### config.mk
export PLATFORM = sky130hd
export DESIGN_NAME = ifetch
export DESIGN_NICKNAME = d
export VERILOG_FILES = /design/src/rtl/cpu_pkg.sv /design/src/rtl/pc_next.sv /design/src/rtl/ifetch.sv
export SDC_FILE = /design/constraint.sdc
export NUM_CORES = 1
export LEC_CHECK = 0
export ABC_CLOCK_PERIOD_IN_PS = 1400
export CORE_MARGIN = 4
export CORE_UTILIZATION = 38
export CTS_BUF_LIST = sky130_fd_sc_hd__clkbuf_8
export DETAILED_ROUTE_END_ITERATION = 12
export GPL_ROUTABILITY_DRIVEN = 0
export PLACE_DENSITY = 0.78
export SLEW_MARGIN = 5
export SYNTH_ARGS = -nofsm -noshare
export SYNTH_HDL_FRONTEND = slang
export SYNTH_HIERARCHICAL = 1
export SYNTH_SLANG_ARGS = --single-unit
### constraint.sdc
create_clock -name clk -period 1.4 [get_ports clk]
set_input_delay 0.28 -clock clk [delete_from_list [all_inputs] [get_ports clk]]
set_output_delay 0.28 -clock clk [all_outputs]
set_load 0.05 [all_outputs]
### src/rtl/cpu_pkg.sv
// Shared CPU constants: datapath widths, special instruction encodings and
// the fetch-stage state type.
package cpu_pkg;

    localparam int INSTR_W = 16;
    localparam int ADDR_W  = 5;

    localparam logic [INSTR_W-1:0] CPU_HALT_INSTR = 16'hFFFF;
    localparam logic [INSTR_W-1:0] CPU_NOP_INSTR  = 16'h0000;

    typedef enum logic {
        FETCH_RUN,
        FETCH_HALT
    } fetch_state_e;

endpackage

### src/rtl/pc_next.sv
// Next-PC select for the fetch stage: redirect beats hold, hold beats increment.
module pc_next
    import cpu_pkg::*;
#(
    parameter int r = ADDR_W
) (
    input  logic [r-1:0] pc_i,
    input  logic         redirect_i,
    input  logic [r-1:0] redirect_pc_i,
    input  logic         hold_i,
    output logic [r-1:0] pc_d_o
);

    always_comb begin
        pc_d_o = pc_i + r'(1);  // wraps modulo 2^r silently
        if (redirect_i) begin
            pc_d_o = redirect_pc_i;
        end else if (hold_i) begin
            pc_d_o = pc_i;
        end
    end

endmodule

### src/rtl/ifetch.sv
// Instruction-fetch stage: owns the PC, addresses the combinational ROM and
// registers the returned word into IF/ID; supports stall, redirect and HALT.
module ifetch
    import cpu_pkg::*;
#(
    parameter int               n          = INSTR_W,
    parameter int               r          = ADDR_W,
    parameter logic [r-1:0]     RESET_PC   = '0,
    parameter logic [n-1:0]     HALT_INSTR = CPU_HALT_INSTR,
    parameter logic [n-1:0]     NOP_INSTR  = CPU_NOP_INSTR
) (
    input  logic         clk,
    input  logic         rst_n,
    output logic [r-1:0] imem_addr,
    input  logic [n-1:0] imem_data,
    input  logic         stall,
    input  logic         redirect,
    input  logic [r-1:0] redirect_pc,
    output logic [n-1:0] if_instr,
    output logic [r-1:0] if_pc,
    output logic         if_valid,
    output logic         halted
);

    fetch_state_e state_q;
    logic [r-1:0] pc_q;
    logic [r-1:0] pc_d;
    logic [n-1:0] if_instr_q;
    logic [r-1:0] if_pc_q;
    logic         if_valid_q;
    logic         is_halt_instr;
    logic         pc_hold;

    assign is_halt_instr = (imem_data == HALT_INSTR);
    // The PC parks on the HALT word itself, and stays parked while halted.
    assign pc_hold = stall || (state_q == FETCH_HALT) || is_halt_instr;

    pc_next #(.r(r)) u_pc_next (
        .pc_i          (pc_q),
        .redirect_i    (redirect),
        .redirect_pc_i (redirect_pc),
        .hold_i        (pc_hold),
        .pc_d_o        (pc_d)
    );

    // NOTE: every register here is updated with <= so all next-state terms see
    // pre-edge values, and the async reset branch clears them without a clock.
    always_ff @(posedge clk or negedge rst_n) begin
        if (!rst_n) begin
            state_q    <= FETCH_RUN;
            pc_q       <= RESET_PC;
            if_instr_q <= NOP_INSTR;
            if_pc_q    <= '0;
            if_valid_q <= 1'b0;
        end else if (redirect) begin
            state_q    <= FETCH_RUN;
            pc_q       <= pc_d;
            if_instr_q <= NOP_INSTR;
            if_valid_q <= 1'b0;
        end else if (stall) begin
            pc_q       <= pc_d;
        end else if (state_q == FETCH_RUN) begin
            pc_q       <= pc_d;
            if_instr_q <= imem_data;
            if_pc_q    <= pc_q;
            if_valid_q <= 1'b1;
            if (is_halt_instr) begin
                state_q <= FETCH_HALT;
            end
        end else begin
            pc_q       <= pc_d;
            if_instr_q <= NOP_INSTR;
            if_valid_q <= 1'b0;
        end
    end

    assign imem_addr = pc_q;
    assign if_instr  = if_instr_q;
    assign if_pc     = if_pc_q;
    assign if_valid  = if_valid_q;
    assign halted    = (state_q == FETCH_HALT);

endmodule

---- After elaboration in Yosys (flattened, before gate mapping) ----
Index checks and enable logic that the tools add are counted.
operators by class
  reduce and logical (&&, ||, !) cells .... 3
  $add $sub $neg .......................... 1
  bitwise logic cells ..................... 3
  eq/ne operators ......................... 3
  multiplexer cells ....................... 12
operators with widths
  cell                                            count
  2-to-1 mux 16 bit                               3
  == test 16 bit (second input constant)          1
  2-to-1 mux 5 bit                                2
  2-to-1 mux 1 bit                                7
  adder 5 x 1 -> 5 bit (second input constant)    1
  NOT 1 bit                                       3
  AND reduction 3 bit                             1
  logical OR 1 bit                                2
  != test 2 x 1 -> 1 bit (second input constant)  1
  != test 2 bit (second input constant)           1
storage, ports and cells
  word-level logic and storage cells ...... 27
  input port bits ......................... 25
  flip-flop bits (word level) ............. 28
  output and inout port bits .............. 28

---- Longest topological paths before layout ----
Gate-level depths: netlist of the first run.
  word-level depth ........................ 5
  gate-level depth with buffers ........... 6
  gate-level depth less buffers ........... 6

---- Cells and area by module ----
The synthesis of the first run kept the hierarchy.
modules (own cells, without submodules)
  module   area an instance (µm²)  times used  cells an instance  sequential area each (µm²)
  ifetch   1019.7                  1           65                 700.7
  pc_next  128.9                   1           20                 0.0

---- Worst setup path after synthesis of the first run ----
No wires, ideal clock.
  path kind ............................... register to register
  from .................................... register state_q (netlist: halted)
  to ...................................... register pc_q[3] (netlist: imem_addr[3])
  required time ........................... 1.323 ns
  stages on the path, launching flop included .. 5
  path slack .............................. -0.262 ns
  arrival ................................. 1.586 ns
  path buffers ............................ 0
  setup time .............................. 0.077 ns
  period minus slack after synthesis ...... 1.662 ns
  path through ............................ dfrtp_1 or3_1 nand4b_1 xor2_1 o21ai_1
on the way
  cells in the longest elaborated chain, start to end .. 3
RTL lines
  item                            line          text
  start: declaration              ifetch.sv:25  fetch_state_e state_q;
  start signal: assignment        ifetch.sv:50  state_q <= FETCH_RUN;
  start signal: assignment        ifetch.sv:56  state_q <= FETCH_RUN;
  start signal: assignment        ifetch.sv:68  state_q <= FETCH_HALT;
  logical OR 1 bit (2 in series)  ifetch.sv:36  assign pc_hold = stall || (state_q == FETCH_HALT) || is_halt_instr;
  named net pc_hold               ifetch.sv:32  logic pc_hold;
  != test 2 bit (no source line)  -
  end signal: assignment          ifetch.sv:57  pc_q <= pc_d;
  end signal: assignment          ifetch.sv:61  pc_q <= pc_d;
  end signal: assignment          ifetch.sv:63  pc_q <= pc_d;
  end: declaration                ifetch.sv:26  logic [r-1:0] pc_q;
The timed path passes the listed nets, and every way through them passes these cells.
A chain may end at the register's enable or synchronous reset.

---- Worst setup path in the final report of the first run ----
  from .................................... input stall
  to ...................................... register pc_q[4] (netlist: imem_addr[4])
on the way
  cells in the longest elaborated chain, start to end .. 3
RTL lines
  item                            line          text
  start: declaration              ifetch.sv:16  input logic stall,
  logical OR 1 bit (2 in series)  ifetch.sv:36
  named net pc_hold               ifetch.sv:32
  != test 2 bit (no source line)  -
The timed path passes the listed nets, and every way through them passes these cells.

==> metrics.yaml, run 1 <==
worst_hold_path:
  min-delay-start: "imem_data[14]"
  hold_depth: 2
  min_path_type: "in -> reg"
  whs_endpoint: "if_instr[14]"
pwr:
  power_mw: 2.297
  p_sw_mw: 0.7451
  pwr-share-clk_pct: 21.1
  power_per_cell_area_nw_per_um2: 1105
  p_sw_share_pct: 32.43
  sequentialPowerShare_pct: 42.8
  p_leak_nw: 0.9747
  vdd_drop_max_v: 0.0007371
  p_comb_share_pct: 36.0
  p_int_mw: 1.552
timing:
  setup_viol: 3
  worstMarginPinSlew_ns: 0.3485
  fin_ws_ns: -0.03614
  rsz0062_at_grt: "true"
  fmax_mhz: 696.3
  whs_ns: 0.2502
  slew_viol_final: 0
  layout_min_cycle_time_ns: 1.436
  fin_tns_setup_ns: -0.07886
  final-hold-violation-count: 0
  relSlewSlack_pct: 76.76
  finalClockSkew_ns: 0.001633
  final.period_utilization_pct: 102.6
worst_setup_path:
  rr_endpoint: "imem_addr[4]"
  reg2reg_from: "halted"
  cp_max_fo: 5
  crit_family: "simple AND/OR/NAND/NOR gates"
  crit_type: "in -> reg"
  reg2reg_depth: 4
  startpoint: "stall"
  cp_data_required_time_ns: 1.60
  cp_slowest_cell: "clkdlybuf4s50_1"
  worst-path-buf-inv: 1
  startpoint_type: "primary input"
  rrSetupSlack_ns: -0.03
  slowest_delay_ns: 0.42
  worstPathArrival_ns: 1.63
  path_cells: "clkdlybuf4s50_1 -> or3_4 -> nand4b_1 -> xor2_1 -> o21ai_1"
  end_kind: "register"
yosys:
  synth-simple-area-share_pct: 9.259
  synth.most_common_cell: "dfrtp_1"
  yosys-top-cells-count: "dfrtp_1 (28), a22o_1 (17), nand2_1 (5)"
  yosysTopAreaCell: "dfrtp_1"
  synthMuxAreaShare_pct: 5.773
  yosysSeqAreaShare_pct: 61.00
  synth_cell_types: 23
  synthArstFlopShare_pct: 100.0
  synthAdderAreaFrac_pct: 1.089
  synth_xor_area_share_pct: 3.050
  synth_top_family_by_area: "compound AO/OA/AOI/OAI gates"
  synth_compound_area_share_pct: 15.80
  synth_top_area_share_pct: 61.00
  syn-num-nets: 111
  syn_area_um2: 1149
  synth_cells: 85
  synth_ff_type: "dfrtp_1"
  synth_warnings: 6
  synth_edf_count: 0
  ys_top_cells_by_area: "dfrtp_1 (61%), a22o_1 (13%), buf_6 (2.9%)"
  synth.avg_cell_area_um2: 13.51
  synth_seq_cells: 28
cts:
  postCtsHoldBufs: 0
  tritoncts_num_sinks: 28
  clk_path_buf_depth: 2
  cts_inserted_buffers: 3
  clockRootBuffer: "clkbuf_8"
  clkLatencyLatePin_ns: 0.27
  cts.clk_slew.worst_paths_ns: 0.09
  cts_tree: "built"
  htreeDepth: 1
global_route:
  grt_pass1_vias: 1086
  grt_first_pass_wirelength_um: 5354
  grt_overflow: 0
  grt_max_degree: 29
  antenna_found_initial: 0
  grtUsageTotal_pct: 17.20
detailed_routing:
  drc: 0
  detail-route-antenna-nets: 0
  wl_per_cell_um: 17.53
  via_count: 956
  drt_pass1_iterations: 4
  wl_um: 3155
  vias_per_cell: 5.311
  drtIter0Drc: 45
cells_and_area:
  fin_util_pct: 73.46
  drive_above_1_share_pct: 42.28
  diodes: 0
  final_nets: 176
  fillers: 199
  syn_to_final_growth_pct: 80.94
status:
  status: "complete, but fails checks"
  failed_checks: "negative setup slack"
flow_run:
  maxCapViolations: 0
floorplanning:
  die_w_um: 62.98
  std_cell_rows: 19
  ios: 53
  die_height_um: 62.98
  start_util_pct: 40.60
  coreArea_um2: 2829
  dieArea_um2: 3966
placement:
  hpwl_um: 2353
  port_buffers: 52
final cells by class:
type / instances / area (um^2) / area share (%)
inverters: 1 / 3.754 / 0.1806
multi-input cells: 51 / 421.7 / 20.29
repair buffers: 65 / 857.1 / 41.24
well taps: 31 / 38.79 / 1.866
clock buffers: 4 / 55.05 / 2.649
flip-flops and latches: 28 / 701.9 / 33.77
routing by layer:
metal | wire length (um) | global-route usage, %
met1 | 1339 | 22.25
met2 | 1584 | 27.40
met3 | 210 | 5.036
met5 | 0 | 0
met4 | 21 | 5.785
cell usage in the layout, fill, tap and decap left out, types with 2 or more instances in the layout:
| cell type | Yosys | final |
|---|---|---|
| buf_2 | 1 | 5 |
| xor2_1 | 3 | 3 |
| clkbuf_2 | 0 | 6 |
| dfrtp_1 | 28 | 27 |
| buf_12 | 0 | 29 |
| buf_4 | 0 | 12 |
| a22o_1 | 17 | 17 |
| clkdlybuf4s50_1 | 0 | 8 |
| mux2_1 | 3 | 3 |
| clkbuf_8 | 0 | 4 |
| o21ai_1 | 2 | 4 |
| clkdlybuf4s15_1 | 0 | 4 |
| mux2_2 | 2 | 2 |
| nand4_1 | 4 | 4 |
| nor2b_1 | 2 | 2 |
| nand4b_1 | 2 | 2 |
| nand2_1 | 5 | 5 |
cell families (layout without fill, tap and decap cells):
| kind of cell | count (synthesis) | in the layout |
|---|---|---|
| XOR/XNOR | 4 | 4 |
| buffers and inverters | 6 | 70 |
| adder cells (fa/ha/maj) | 1 | 1 |
| flip-flops | 28 | 28 |
| multiplexers | 6 | 6 |
| AO/OA/AOI/OAI | 23 | 23 |
| AND/OR/NAND/NOR | 17 | 17 |
registers in the layout, indices dropped and copies added (netlist names):
signal	flops
halted	1
if_instr	16
if_pc	5
if_valid	1
imem_addr	5
repair_timing:
action / CTS / global route
setup endpoints to repair: 10 / 6
setup buffers: 5 / 0
resized for setup: 43 / 10
gates cloned: 0 / 0
pin swaps: 10 / 6
through the flow:
| step | std cells | instance area [um^2] | worst slack (ns) |
|---|---|---|---|
| after global placement | 171 | 2024 | -0.6491 |
| after floorplan | 85 | 1155 | -0.09936 |
| after global routing | 180 | 2078 | -0.1097 |
| after CTS | 180 | 2121 | -0.05490 |
| final | 180 | 2078 | -0.03614 |
| after detailed placement | 171 | 2024 | -0.7182 |
power by group through the flow:
stage / combinational [mW] / sequential (mW) / clock (mW)
2_1_floorplan: 0.117 / 1.22 / 0
3_3_place_gp: 0.826 / 0.996 / 0
3_5_place_dp: 0.840 / 0.999 / 0
4_1_cts: 0.840 / 0.985 / 0.499
5_1_grt: 0.866 / 0.996 / 0.530
6_report: 0.828 / 0.984 / 0.485
worst max path at each step:
stage | endpoint | slack (ns) | cells after the start
detailed placement | imem_addr[4] | -0.72 | 7
global route | imem_addr[4] | -0.11 | 4
finish | imem_addr[4] | -0.04 | 5
global placement | imem_addr[4] | -0.65 | 7
floorplan | imem_addr[3] | -0.1 | 4
CTS | imem_addr[4] | -0.05 | 4
Power figures use the tool's default switching activity.
==> run 2, diff against run 1 <==
--- a/config.mk
+++ b/config.mk
@@ -6,11 +6,13 @@
 export NUM_CORES = 1
 export LEC_CHECK = 0
 export ABC_CLOCK_PERIOD_IN_PS = 1400
+export CORE_ASPECT_RATIO = 1.5
 export CORE_MARGIN = 4
 export CORE_UTILIZATION = 38
 export CTS_BUF_LIST = sky130_fd_sc_hd__clkbuf_8
 export DETAILED_ROUTE_END_ITERATION = 12
 export GPL_ROUTABILITY_DRIVEN = 0
+export MAX_ROUTING_LAYER = met4
 export PLACE_DENSITY = 0.78
 export SLEW_MARGIN = 5
 export SYNTH_ARGS = -nofsm -noshare
==> run 2 against run 1 <==
  * The flow still finishes with violations (negative setup slack)
  * Worst setup slack better by 0.021 ns
  * Die area is 0.45% higher
  * Flip-flop and latch count stayed put
  * Cell count is 7.2% higher
  * Sequential power hardly changed
  * Global-route usage is 0.64 points higher
  * Clock power is 1% higher
==> metrics.yaml, run 2 (same netlist as run 1, synthesis figures left out) <==
floorplanning:
  dieArea_um2: 3984  # was 3966 um^2
  ios: 53  # unchanged
  std_cell_rows: 24  # was 19
  die_height_um: 75.34  # was 62.98 um
  start_util_pct: 39.43  # was 40.60%
  coreArea_um2: 2913  # was 2829 um^2
  die_w_um: 52.89  # was 62.98 um
timing:
  fin_tns_setup_ns: -0.01500  # was -0.07886 ns
  rsz0062_at_grt: "true"  # unchanged
  final-hold-violation-count: 0  # unchanged
  fin_ws_ns: -0.01500  # was -0.03614 ns
  fmax_mhz: 706.7  # was 696.3 MHz
  setup_viol: 1  # was 3
  relSlewSlack_pct: 82.76  # was 76.76%
  finalClockSkew_ns: 0.004159  # was 0.001633 ns
  final.period_utilization_pct: 101.1  # was 102.6%
  slew_viol_final: 0  # unchanged
  worstMarginPinSlew_ns: 0.2567  # was 0.3485 ns
  layout_min_cycle_time_ns: 1.415  # was 1.436 ns
worst_setup_path:
  crit_type: "reg -> reg"  # was in -> reg
  startpoint_type: "register"  # was primary input
  worstPathArrival_ns: 1.61  # was 1.63 ns
  cp_max_fo: 5  # unchanged
  cp_data_required_time_ns: 1.59  # was 1.60 ns
  rrSetupSlack_ns: -0.01  # was -0.03 ns
  cp-endpoint: "imem_addr[4]"  # unchanged
  reg2reg_depth: 4  # unchanged
  end_kind: "register"  # unchanged
  rr_endpoint: "imem_addr[4]"  # unchanged
  startpoint: "halted"  # was stall
  reg2reg_from: "halted"  # unchanged
detailed_routing:
  drc: 0  # unchanged
  top_layer_used: "met4"  # unchanged
  wl_per_cell_um: 17.02  # was 17.53 um
  wl_met2_um: 1863  # was 1584 um
  vias_per_cell: 5.197  # was 5.311
  via_count: 1003  # was 956
  wl_um: 3284  # was 3155 um
  drt_pass1_iterations: 4  # unchanged
  wl_met3_um: 158  # was 210 um
  detail-route-antenna-nets: 0  # unchanged
  drt-met1-wl_um: 1238  # was 1339 um
  drtIter0Drc: 18  # was 45
cells_and_area:
  drive_above_1_share_pct: 44.16  # was 42.28%
  final_cell_mix: "buf_12 (30), dfrtp_1 (27), a22o_1 (17), buf_4 (14), buf_2 (10)"  # was buf_12 (29), dfrtp_1 (27), a22o_1 (17), buf_4 (12), clkdlybuf4s50_1 (8)
  stdcell_area_um2: 2145  # was 2078 um^2
  largest_reg_flops: 16  # unchanged
  final_nets: 181  # was 176
  syn_to_final_growth_pct: 86.71  # was 80.94%
  final_common_cell: "buf_12"  # unchanged
  diodes: 0  # unchanged
placement:
  hpwl_um: 2543  # was 2353 um
  dpl_cell_area_um2: 2115  # was 2024 um^2
  port_buffers: 52  # unchanged
global_route:
  grtUsageTotal_pct: 17.84  # was 17.20%
  grt_max_degree: 29  # unchanged
  antenna_found_initial: 0  # unchanged
  grt_overflow: 0  # unchanged
  grt_first_pass_wirelength_um: 5119  # was 5354 um
  grt_pass1_vias: 1101  # was 1086
pwr:
  p_leak_nw: 1.005  # was 0.9747 nW
  vdd_drop_max_v: 0.001039  # was 0.0007371 V
  power_per_cell_area_nw_per_um2: 1084  # was 1105 nW/um^2
cts:
  cts_inserted_buffers: 3  # unchanged
  postCtsHoldBufs: 0  # unchanged
  cts.clk_slew.worst_paths_ns: 0.09  # about the same
  tritoncts_num_sinks: 28  # unchanged
  clk_path_buf_depth: 2  # unchanged
  clockRootBuffer: "clkbuf_8"  # unchanged
  cts_tree: "built"  # unchanged
  htreeDepth: 1  # unchanged
  clkLatencyLatePin_ns: 0.27  # about the same
worst_hold_path:
  min-delay-start: "imem_data[2]"  # was imem_data[14]
  min_path_type: "in -> reg"  # unchanged
status:
  failed_checks: "negative setup slack"  # unchanged
  status: "complete, but fails checks"  # unchanged
flow_run:
  maxCapViolations: 0  # unchanged
[run 2: what timing repair did]
action / CTS / global route
endpoints found under the setup margin: 5 / 5
pin swaps: 8 / 7
cloned: 0 / 0
buffers inserted: 2 / 0
gates resized for setup: 55 / 5
[run 2: layer usage]
layer  GRT usage (%)  up-vias
met4           6.250        0
met5               -        -
met2           32.04       38
li1                -      456
met1           19.90      505
met3           2.544        4
[run 2: how the worst min path moves through the flow]
stage | to | cells after the start
final | if_instr[2] | 2
after global routing | if_instr[2] | 2
after CTS | if_instr[2] | 2
after detailed placement | if_pc[2] | 1
after global placement | if_valid | 1
after floorplan | halted | 0
[run 2: critical path: stages, from the launching register on]
cell      delay [ns]
dfrtp_2         0.41
or3_4           0.40
nand4b_1        0.22
xor2_1          0.17
o21ai_1         0.14
[run 2: metrics by stage]
step | hold slack [ns] | cells | power [mW] | util [%] | worst slack (ns)
after floorplan | -0.01559 | 85 | 1.335 | - | -0.09936
after global placement | 0.5273 | 188 | 1.842 | 72.59 | -0.5734
after detailed placement | 0.5453 | 188 | 1.865 | 72.59 | -0.6061
after CTS | 0.2389 | 193 | 2.335 | 73.24 | -0.002549
after global routing | 0.2362 | 193 | 2.424 | 73.63 | -0.07699
final | 0.2409 | 193 | 2.326 | 73.63 | -0.01500
[run 2: final cells by class]
class                   count  area [um^2]
well taps                  39        48.80
multi-input cells          51        421.7
flip-flops and latches     28        701.9
fillers                   212        768.2
inverters                   1        3.754
clock buffers               4        55.05
repair buffers             70        913.4
[run 2: power by group]
group / internal, mW / total (mW) / switching, mW
Sequential: 0.884 / 0.986 / 0.102
Clock: 0.251 / 0.490 / 0.239
Combinational: 0.433 / 0.849 / 0.417
Total: 1.57 / 2.33 / 0.758
